**src/rtl/if_id_fetch.sv**
```systemverilog
// if_id_fetch: fetch stage that issues one instruction-memory request at a time and holds the result in IF/ID
//   Optional build macro IMEM_TIMEOUT_EN: bounds the wait for imem_rvalid to TIMEOUT_CYCLES, injects NOP_INSTR
//   and raises the sticky fetch_err flag; without it the stage waits indefinitely and fetch_err is tied 0.
//   Ports:
//     clk, rst            clock and asynchronous active-high reset
//     pc_in               current PC from the PC stage
//     jump                redirect/flush (same cycle the PC loads the jump target)
//     stall               decode cannot accept a new IF/ID entry
//     pc_hold             PC must not advance this cycle
//     imem_req/imem_addr  one-cycle request pulse and its address
//     imem_rdata/rvalid   returned instruction, one response per request
//     if_id_pc/instr/valid  IF/ID pipeline register
//     fetch_err           sticky timeout flag
module if_id_fetch #(
    parameter int              XLEN           = 32,
    parameter logic [XLEN-1:0] NOP_INSTR      = 32'h00000013,
    parameter int              TIMEOUT_CYCLES = 16
) (
    input  logic            clk,
    input  logic            rst,
    input  logic [XLEN-1:0] pc_in,
    input  logic            jump,
    input  logic            stall,
    output logic            pc_hold,
    output logic            imem_req,
    output logic [XLEN-1:0] imem_addr,
    input  logic [XLEN-1:0] imem_rdata,
    input  logic            imem_rvalid,
    output logic [XLEN-1:0] if_id_pc,
    output logic [XLEN-1:0] if_id_instr,
    output logic            if_id_valid,
    output logic            fetch_err
);
    typedef enum logic [1:0] {S_IDLE, S_WAIT, S_HOLD} state_t;

    state_t          r_state, w_next;
    logic            r_drop, w_drop_next;
    logic            r_req;
    logic [XLEN-1:0] r_req_pc, r_skid_pc, r_skid_instr, r_ifid_pc, r_ifid_instr;
    logic            r_ifid_valid;
    logic            w_timeout, w_load_ifid, w_load_skid, w_hold, w_issue;
    logic [XLEN-1:0] w_fill;

    // A timeout completes the fetch with a NOP in place of the missing response
    assign w_fill  = imem_rvalid ? imem_rdata : NOP_INSTR;
    assign w_issue = (r_state == S_IDLE) && !jump;

`ifdef IMEM_TIMEOUT_EN
    localparam int CNT_W = $clog2(TIMEOUT_CYCLES + 1);
    logic [CNT_W-1:0] r_cnt;
    logic             r_err;

    assign w_timeout = (r_state == S_WAIT) && !imem_rvalid && (r_cnt == CNT_W'(TIMEOUT_CYCLES - 1));
    assign fetch_err = r_err;

    always_ff @(posedge clk or posedge rst) begin
        if (rst) begin
            r_cnt <= '0;
            r_err <= 1'b0;
        end else begin
            r_cnt <= (r_state == S_WAIT && w_next == S_WAIT) ? r_cnt + 1'b1 : '0;
            r_err <= r_err | w_timeout;
        end
    end
`else
    assign w_timeout = 1'b0;
    assign fetch_err = 1'b0;
`endif

    always_ff @(posedge clk or posedge rst) begin
        if (rst) begin
            r_state <= S_IDLE;
            r_drop  <= 1'b0;
        end else begin
            r_state <= w_next;
            r_drop  <= w_drop_next;
        end
    end

    always_comb begin
        w_next      = r_state;
        w_drop_next = r_drop;
        w_load_ifid = 1'b0;
        w_load_skid = 1'b0;
        w_hold      = 1'b1;
        if (jump) begin
            // PC loads the jump target now; whatever is in flight belongs to the old path
            w_hold      = 1'b0;
            w_drop_next = (r_state == S_WAIT) && !imem_rvalid;
            w_next      = (w_drop_next && !w_timeout) ? S_WAIT : S_IDLE;
        end else begin
            case (r_state)
                S_IDLE: w_next = S_WAIT;
                S_WAIT: if (imem_rvalid || w_timeout) begin
                    w_next      = (!r_drop && stall) ? S_HOLD : S_IDLE;
                    // a timed-out request still owes a late response, so drop stays armed
                    w_drop_next = w_timeout;
                    w_load_skid = !r_drop && stall;
                    w_load_ifid = !r_drop && !stall;
                    w_hold      = r_drop || stall;
                end
                S_HOLD: if (!stall) begin
                    w_next      = S_IDLE;
                    w_load_ifid = 1'b1;
                    w_hold      = 1'b0;
                end
                default: w_next = S_IDLE;
            endcase
        end
    end

    always_ff @(posedge clk or posedge rst) begin
        if (rst) begin
            r_req        <= 1'b0;
            r_req_pc     <= '0;
            r_skid_pc    <= '0;
            r_skid_instr <= NOP_INSTR;
            r_ifid_pc    <= '0;
            r_ifid_instr <= NOP_INSTR;
            r_ifid_valid <= 1'b0;
        end else begin
            r_req <= w_issue;
            if (w_issue)
                r_req_pc <= pc_in;
            if (w_load_skid) begin
                r_skid_pc    <= r_req_pc;
                r_skid_instr <= w_fill;
            end
            if (jump) begin
                r_ifid_valid <= 1'b0;
                r_ifid_instr <= NOP_INSTR;
            end else if (w_load_ifid) begin
                r_ifid_pc    <= (r_state == S_HOLD) ? r_skid_pc : r_req_pc;
                r_ifid_instr <= (r_state == S_HOLD) ? r_skid_instr : w_fill;
                r_ifid_valid <= 1'b1;
            end
        end
    end

    assign pc_hold     = w_hold;
    assign imem_req    = r_req;
    assign imem_addr   = r_req_pc;
    assign if_id_pc    = r_ifid_pc;
    assign if_id_instr = r_ifid_instr;
    assign if_id_valid = r_ifid_valid;
endmodule

```
**config.mk**
```make
export PLATFORM = sky130hd
export DESIGN_NAME = if_id_fetch
export DESIGN_NICKNAME = d
export VERILOG_FILES = /design/src/rtl/if_id_fetch.sv
export SDC_FILE = /design/constraint.sdc
export NUM_CORES = 1
export LEC_CHECK = 0
export CAP_MARGIN = 5
export CORE_ASPECT_RATIO = 0.75
export CORE_MARGIN = 5
export CORE_UTILIZATION = 51
export CTS_BUF_LIST = sky130_fd_sc_hd__clkbuf_8
export DETAILED_ROUTE_END_ITERATION = 8
export DONT_BUFFER_PORTS = 1
export PLACE_DENSITY = 0.66
export SLEW_MARGIN = 20
export SYNTH_ARGS = -nofsm -noshare
export SYNTH_HDL_FRONTEND = slang
export SYNTH_SLANG_ARGS = --single-unit
```
**constraint.sdc**
```tcl
create_clock -name clk -period 10.55 [get_ports clk]
set_input_delay 2.11 -clock clk [delete_from_list [all_inputs] [get_ports clk]]
set_output_delay 2.11 -clock clk [all_outputs]
set_load 0.05 [all_outputs]
```
# Word level (Yosys, flattened, before mapping)
# Index checks and enable logic that the tools add are counted.
# Widths: inputs -> output; s select.
word_totals:
  reg_bits: 165
  inputBits: 69
  output_inout_bits: 100
  word_cells: 57
classes:
  n_eq_ne: 4
  n_mux: 27
  bitwise_logic: 1
  reduce_logical: 16
op_table:
  columns: ["cell", "n"]
  rows:
  - ["$mux 32", 5]
  - ["$mux 1", 15]
  - ["$mux 2", 4]
  - ["$ne 3x3->1 const B", 2]
  - ["$pmux 2 s3", 1]
  - ["$reduce_and 2->1", 3]
  - ["$reduce_bool 2->1", 3]
  - ["$logic_and 1x1->1", 4]
  - ["$logic_not 1->1", 4]
  - ["$pmux 1 s2", 2]
  - ["$eq 2x1->1 const B", 1]
  - ["$eq 2x2->1 const B", 1]
  - ["$logic_not 2->1", 1]
  - ["$logic_or 1x1->1", 1]
  - ["$not 1->1", 1]

# Longest topological paths before layout
logic_depth:
  ltp_word: 7
  ltp_mapped: 9
  ltp_nobuf: 6

# Worst setup path before layout
# Ideal clock, no wire load.
synth_path:
  kind: "input port to output port"
  start: "input port jump"
  end: "output port pc_hold"
  t_arrival_ps: 3297
  required_time_ps: 8440
  setup_slack_ps: 5143
  cell_stages: 3
  n_path_buf: 2
  cell_sequence: "clkbuf_1 buf_1 a21oi_1"
synth_via:
  elab_chain_cells: 1
synth_rtl:
  columns: ["item", "line", "rtl"]
  rows:
  - ["start: declaration", "22", "input logic jump,"]
  - ["$mux 1", "86", "if (jump) begin"]
  - ["end: declaration", "24", "output logic pc_hold,"]
# No other way between the ends.

# Final worst setup path
layout_path:
  start: "input port imem_rvalid"
  end: "output port pc_hold"
layout_via:
  elab_chain_cells: 3
layout_rtl:
  columns: ["item", "line", "rtl"]
  rows:
  - ["start: declaration", "28", "input logic imem_rvalid,"]
  - ["$mux 1", "94", "S_WAIT: if (imem_rvalid || w_timeout) begin"]
  - ["$pmux 1 s2", "92", "case (r_state)"]
  - ["$mux 1", "86", null]
# No other way between the ends.

==> impl_metrics.yaml <==
grt:
  track_usage_pct: 18.5
  grt_pass1_vias: 4383
  grt_antenna_before_repair: 1
  grt_overflow: 0
  grt_max_degree: 87
  grt_pass1_wl_um: 24300
pwr:
  ir_drop_mv: 0.200
  powerDensity_nw_per_um2: 310
  leakage_uw: 0.00325
floorplan:
  core_area_um2: 13700
  dieHeight_um: 113
  pin_count: 169
  start_util_pct: 52.3
  dieArea_um2: 16600
  die_width_um: 147
  num_rows: 37
finish:
  drive_gt1_share_pct: 27.9
  area_growth_pct: 5.29
  fin_nets: 584
  final-seq-area_um2: 4140
  n_antenna_cell: 0
  multi_input_area_um2: 2750
  nFillCells: 1133
  final_area_um2: 7570
drt:
  dr_total_vias: 4130
  drc_errors: 0
  ant_nets: 0
  drt_iter0_markers: 279
  vias_per_cell: 5.91
  drt-wirelength-per-cell_um: 21.5
  dr.pass1.iters: 4
  wl_um: 15000
logic_synthesis:
  ys_types: 34
  synth_area_per_cell_um2: 13.6
  synth_cells: 529
  yosysMostFrequentCell: "dfrtp_1"
  yosysTopAreaCellShare_pct: 55.3
  ys.flop_type: "dfrtp_1"
  ys_seq_area_share_pct: 57.5
  ys_seq_elements: 165
  ys_warn_count: 0
  yosys-top-cells-area: "dfrtp_1 55%, mux2_4 13%, mux2_2 5.6%"
  synth_nets: 602
  yosysTopAreaCell: "dfrtp_1"
  synth_commonest_cells: "159 x dfrtp_1, 60 x mux2_4, 36 x mux2_2"
  synth_edf_count: 0
  synthArstFlopShare_pct: 100
  netlist_area_um2: 7190
critical_path:
  worstSetupStartpointType: "input port"
  cp.depth: 3
  end_kind: "output pin"
  reg2regPathDepth: 6
  worstPathBufferInverterCount: 0
  worstSetupStartpoint: "imem_rvalid"
  path_max_fanout: 8
  cpPeakStageDelay_ps: 880
  r2r-start: "r_state[0]"
  required_ps: 8440
  crit_type: "input port to output pin"
  cp_slowest_cell: "a21oi_1"
  reg2reg_slack_ps: 7690
  r2r_end: "if_id_instr[8]"
  crit_end: "pc_hold"
  cpLargestDelayFamily: "compound AO/OA/AOI/OAI gates"
  cp.arrival_ps: 3220
  path_cells: "a21boi_0 > o22ai_1 > a21oi_1"
place:
  port-buffer-count: 0
  hpwl_um: 9620
  place.gp.congestion: 0.848
  place_area_um2: 7150
outcome:
  status: "finished, final reports clean"
clocking:
  htreeDepth: 4
  insertion_delay_ps: 450
  clk_pin_slew_ps: 80
  cts_root_buffer: "clkbuf_8"
  cts_tree: "built"
  cts_resized: 0
  numCtsBuffers: 17
  clock_tree.buffer_depth: 2
  cts_sinks: 165
  hold_buffers: 0
  postCtsSetupBuffers: 0
timing:
  fmax_mhz: 188
  max-slew-margin-rel_pct: 29.1
  setup_tns_ps: 0
  drv_slew: 0
  worstMarginPinSlew_ps: 1070
  finalSetupViolations: 0
  skew_ps: 15.5
  rsz0062_at_grt: "false"
  timing.final.crit_share_pct: 50.5
  hold_violations: 0
  min_period_ps: 5330
flow_run:
  cap_viol_max_count: 0
min_path:
  hold_path.class: "flip-flop to flip-flop"
[worst min-delay path by stage]
stage	start	to	slack [ps]	depth (start not counted)
5_1_grt	r_skid_pc[8]	r_skid_pc[8]	520	1
4_1_cts	r_skid_pc[30]	r_skid_pc[30]	520	1
3_5_place_dp	r_skid_pc[8]	r_skid_pc[8]	490	1
6_report	r_skid_pc[30]	r_skid_pc[30]	510	1
3_3_place_gp	r_skid_pc[31]	r_skid_pc[31]	490	1
2_1_floorplan	r_skid_pc[29]	r_skid_pc[29]	480	1
[sequential cells by signal, indices dropped and copies added (netlist names)]
name,count
if_id_instr,32
if_id_valid,1
r_state,2
r_skid_instr,32
if_id_pc,32
r_drop,1
r_skid_pc,32
imem_req,1
imem_addr,32
[where the power goes]
group	switching [µW]	total (µW)	leakage (µW)	internal, µW
Clock	238	474	0.000208	236
Combinational	160	434	0.000980	274
Sequential	577	1440	0.00206	863
Total	976	2350	0.00325	1370
[cell families (layout without fill, tap and decap cells)]
group / count (synthesis) / after routing / synth area share (%)
buf+inv: 46 / 41 / 4.98
compound gates: 80 / 80 / 7.59
simple gates: 104 / 104 / 6.42
mux: 129 / 129 / 22.8
fa+ha+maj: 4 / 4 / 0.696
other cells: 1 / 1 / 0.0521
flops: 165 / 165 / 57.5
[through the flow]
step	util [%]	total power [µW]	hold WS (ps)	std cells	setup slack [ps]
floorplan	-	1780	480	529	3990
global placement	51.9	1860	491	667	5220
detailed placement	52.0	1890	494	667	5230
CTS	55.0	2370	515	699	5230
global route	55.1	2470	523	699	5200
finish	55.1	2350	515	699	5220
[per-layer routing]
layer | global-route usage, % | vias to the layer above | share of wire [%]
met5 | 0 | - | 0.086
met4 | 5.77 | 2 | 1.3
met3 | 8.49 | 15 | 9.9
met2 | 28.6 | 141 | 47
met1 | 23.3 | 2119 | 42
li1 | - | 1853 | -
[cells in the final DEF, fill, tap and decap left out, types with 2 or more instances in the layout]
cell type	instances
dfrtp_1	159
mux2_4	60
mux2_2	36
nor2_1	35
mux2i_1	33
nand2_1	32
o21ai_1	32
a221oi_1	29
nor3_1	29
clkbuf_8	17
dfstp_2	6
inv_1	5
o22ai_1	5
a21oi_1	4
inv_6	4
clkinv_4	4
a211o_1	3
ha_1	3
bufinv_16	3
buf_4	3
nor2b_4	2
clkinv_2	2
clkinvlp_4	2
[cell type report]
type	count	share of cell area [%]
Sequential cell	165	54.6
Multi-Input combinational cell	318	36.3
Clock buffer	17	3.09
Tap cell	175	2.89
Clock inverter	15	2.38
Timing Repair Buffer	4	0.446
Inverter	5	0.314
Note: power is estimated with default switching activity, not from simulation.
==> RTL edit (same flow settings) <==
Change the parameter `NOP_INSTR` from 32'h00000013 to 32'h00000009.
--- a/src/rtl/if_id_fetch.sv
+++ b/src/rtl/if_id_fetch.sv
@@ -14,5 +14,5 @@
 module if_id_fetch #(
     parameter int              XLEN           = 32,
-    parameter logic [XLEN-1:0] NOP_INSTR      = 32'h00000013,
+    parameter logic [XLEN-1:0] NOP_INSTR      = 32'h00000009,
     parameter int              TIMEOUT_CYCLES = 16
 ) (
Formal check against the unedited RTL: not equivalent (a bounded check fails within 4 cycles, from zero or initial values and one cycle with rst high).
==> RTL edit against the unedited design <==
Clock skew shrank 5.9 ps. Setup slack gained 19 ps. Clock power is essentially flat. Total power shrank 0.18%. Maximum frequency grew 0.35%. Area after synthesis shrank 0.21%. Critical path depth is the same. Cell area shrank 0.13%. Sequential cell count is the same. Wire length shrank 0.47%. Synthesized cell count is the same. Via count shrank 0.29%. Sequential share of layout area is essentially flat. Largest cell class unchanged.
==> RTL edit: results (changes against the unedited design) <==
place_congestion: 0.756  # was 0.848
grtUsageTotal_pct: 18.4  # was 18.5%
port_buffers: 0  # unchanged
via_per_inst: 5.88  # was 5.91
critPathMaxStageDelay_ps: 860  # was 880 ps
avgSynthCellArea_sq_um: 13.6  # about the same
yosysUniqueCellTypes: 32  # was 34
synth_common_cells: "dfrtp_1 (161), mux2_4 (60), mux2_2 (36), nor2_1 (35), mux2i_1 (33)"  # was dfrtp_1 (159), mux2_4 (60), mux2_2 (36), nor2_1 (35), mux2i_1 (33)
use_met3_pct: 6.81  # was 8.49%
grt_use_met1_pct: 23.2  # was 23.3%
crit_family: "compound AO/OA/AOI/OAI gates"  # unchanged
yosys-top-cells-area: "dfrtp_1 (56%), mux2_4 (13%), mux2_2 (5.6%), mux2i_1 (4.6%), a221oi_1 (3.7%)"  # was dfrtp_1 (55%), mux2_4 (13%), mux2_2 (5.6%), mux2i_1 (4.6%), a221oi_1 (3.5%)
p_leak_nw: 3.25  # about the same
antenna_found_initial: 1  # unchanged
irDropWorstVdd_mv: 0.187  # was 0.200 mV
grt_pass1_vias: 4339  # was 4383
dp_hpwl_microns: 9630  # was 9620 microns
grt_max_degree: 90  # was 87
totalWireLength_microns: 15000  # about the same
worstMarginPinSlew_ps: 1060  # was 1070 ps
preCtsSetupSlack_ps: 5230  # about the same
synth_fp_nets: 602  # unchanged
drt_iter0_drc: 294  # was 279
grt_pass1_wl_microns: 24400  # was 24300 microns
power.internal_mw: 1.38  # was 1.37 mW
run_status: "completed"  # unchanged
hp-class: "flop to flop"  # unchanged
gr-usage-met2_pct: 29.9  # was 28.6%
fin_skew_ps: 9.59  # was 15.5 ps
wl_met1_microns: 6490  # was 6280 microns
insertedDiodeCount: 0  # unchanged
clk-insertion-delay-late_ps: 440
vias: 4118  # was 4130
met3_length_microns: 1030  # was 1500 microns
post_cts_buffers: 0  # unchanged
wl_met2_microns: 7280  # was 7050 microns
synth-seq-area-share_pct: 57.6  # was 57.5%
nNetsFinal: 585  # was 584
cts_made_buffers: 17  # unchanged
place_inst: 668  # was 667
drive_gt1_share_pct: 27.6  # was 27.9%
placed_area_sq_um: 7140  # was 7150 sq um
[RTL edit: cell types whose count changed after synthesis, sizes merged, moves of 2 or more]
cell,change
buf,-2
dfstp,-2
dfrtp,+2
clkbuf,+2
[RTL edit: worst paths after layout]
path / slack, ps / end / start
worst min-delay path: 510 / r_skid_pc[0] / r_skid_pc[0]
worst min register to register: 510 / r_skid_pc[0] / r_skid_pc[0]
max in group asynchronous: 7430 / r_skid_instr[6] / rst
worst max register to register: 7660 / if_id_pc[6] / r_state[0]
min in group asynchronous: 1660 / r_skid_instr[15] / rst
worst max-delay path: 5240 / pc_hold / imem_rvalid
[RTL edit: layout make-up]
class,instances,area (sq um)
clock buffers,19,262
clock inverters,13,156
fillers,1106,6190
inverters,5,23.8
multi-input cells,318,2730
flip-flops and latches,165,4130
well taps,175,219
repair buffers,5,37.5
[RTL edit: cell families (layout without fill, tap and decap cells)]
group | after synthesis | count (layout) | share of synthesized area, %
AOI/OAI and AO/OA | 79 | 79 | 7.51
adders and majority gates | 4 | 4 | 0.697
buffers and inverters | 46 | 42 | 4.85
DFF | 165 | 165 | 57.6
muxes | 129 | 129 | 22.8
other | 1 | 1 | 0.0523
and+or+nand+nor | 105 | 105 | 6.49
[RTL edit: power groups by stage]
stage | Clock [mW] | Sequential [mW] | Combinational (mW)
6_report | 0.473 | 1.44 | 0.432
5_1_grt | 0.514 | 1.47 | 0.477
4_1_cts | 0.487 | 1.44 | 0.439
3_5_place_dp | 0 | 1.45 | 0.436
3_3_place_gp | 0 | 1.44 | 0.420
2_1_floorplan | 0 | 1.38 | 0.394
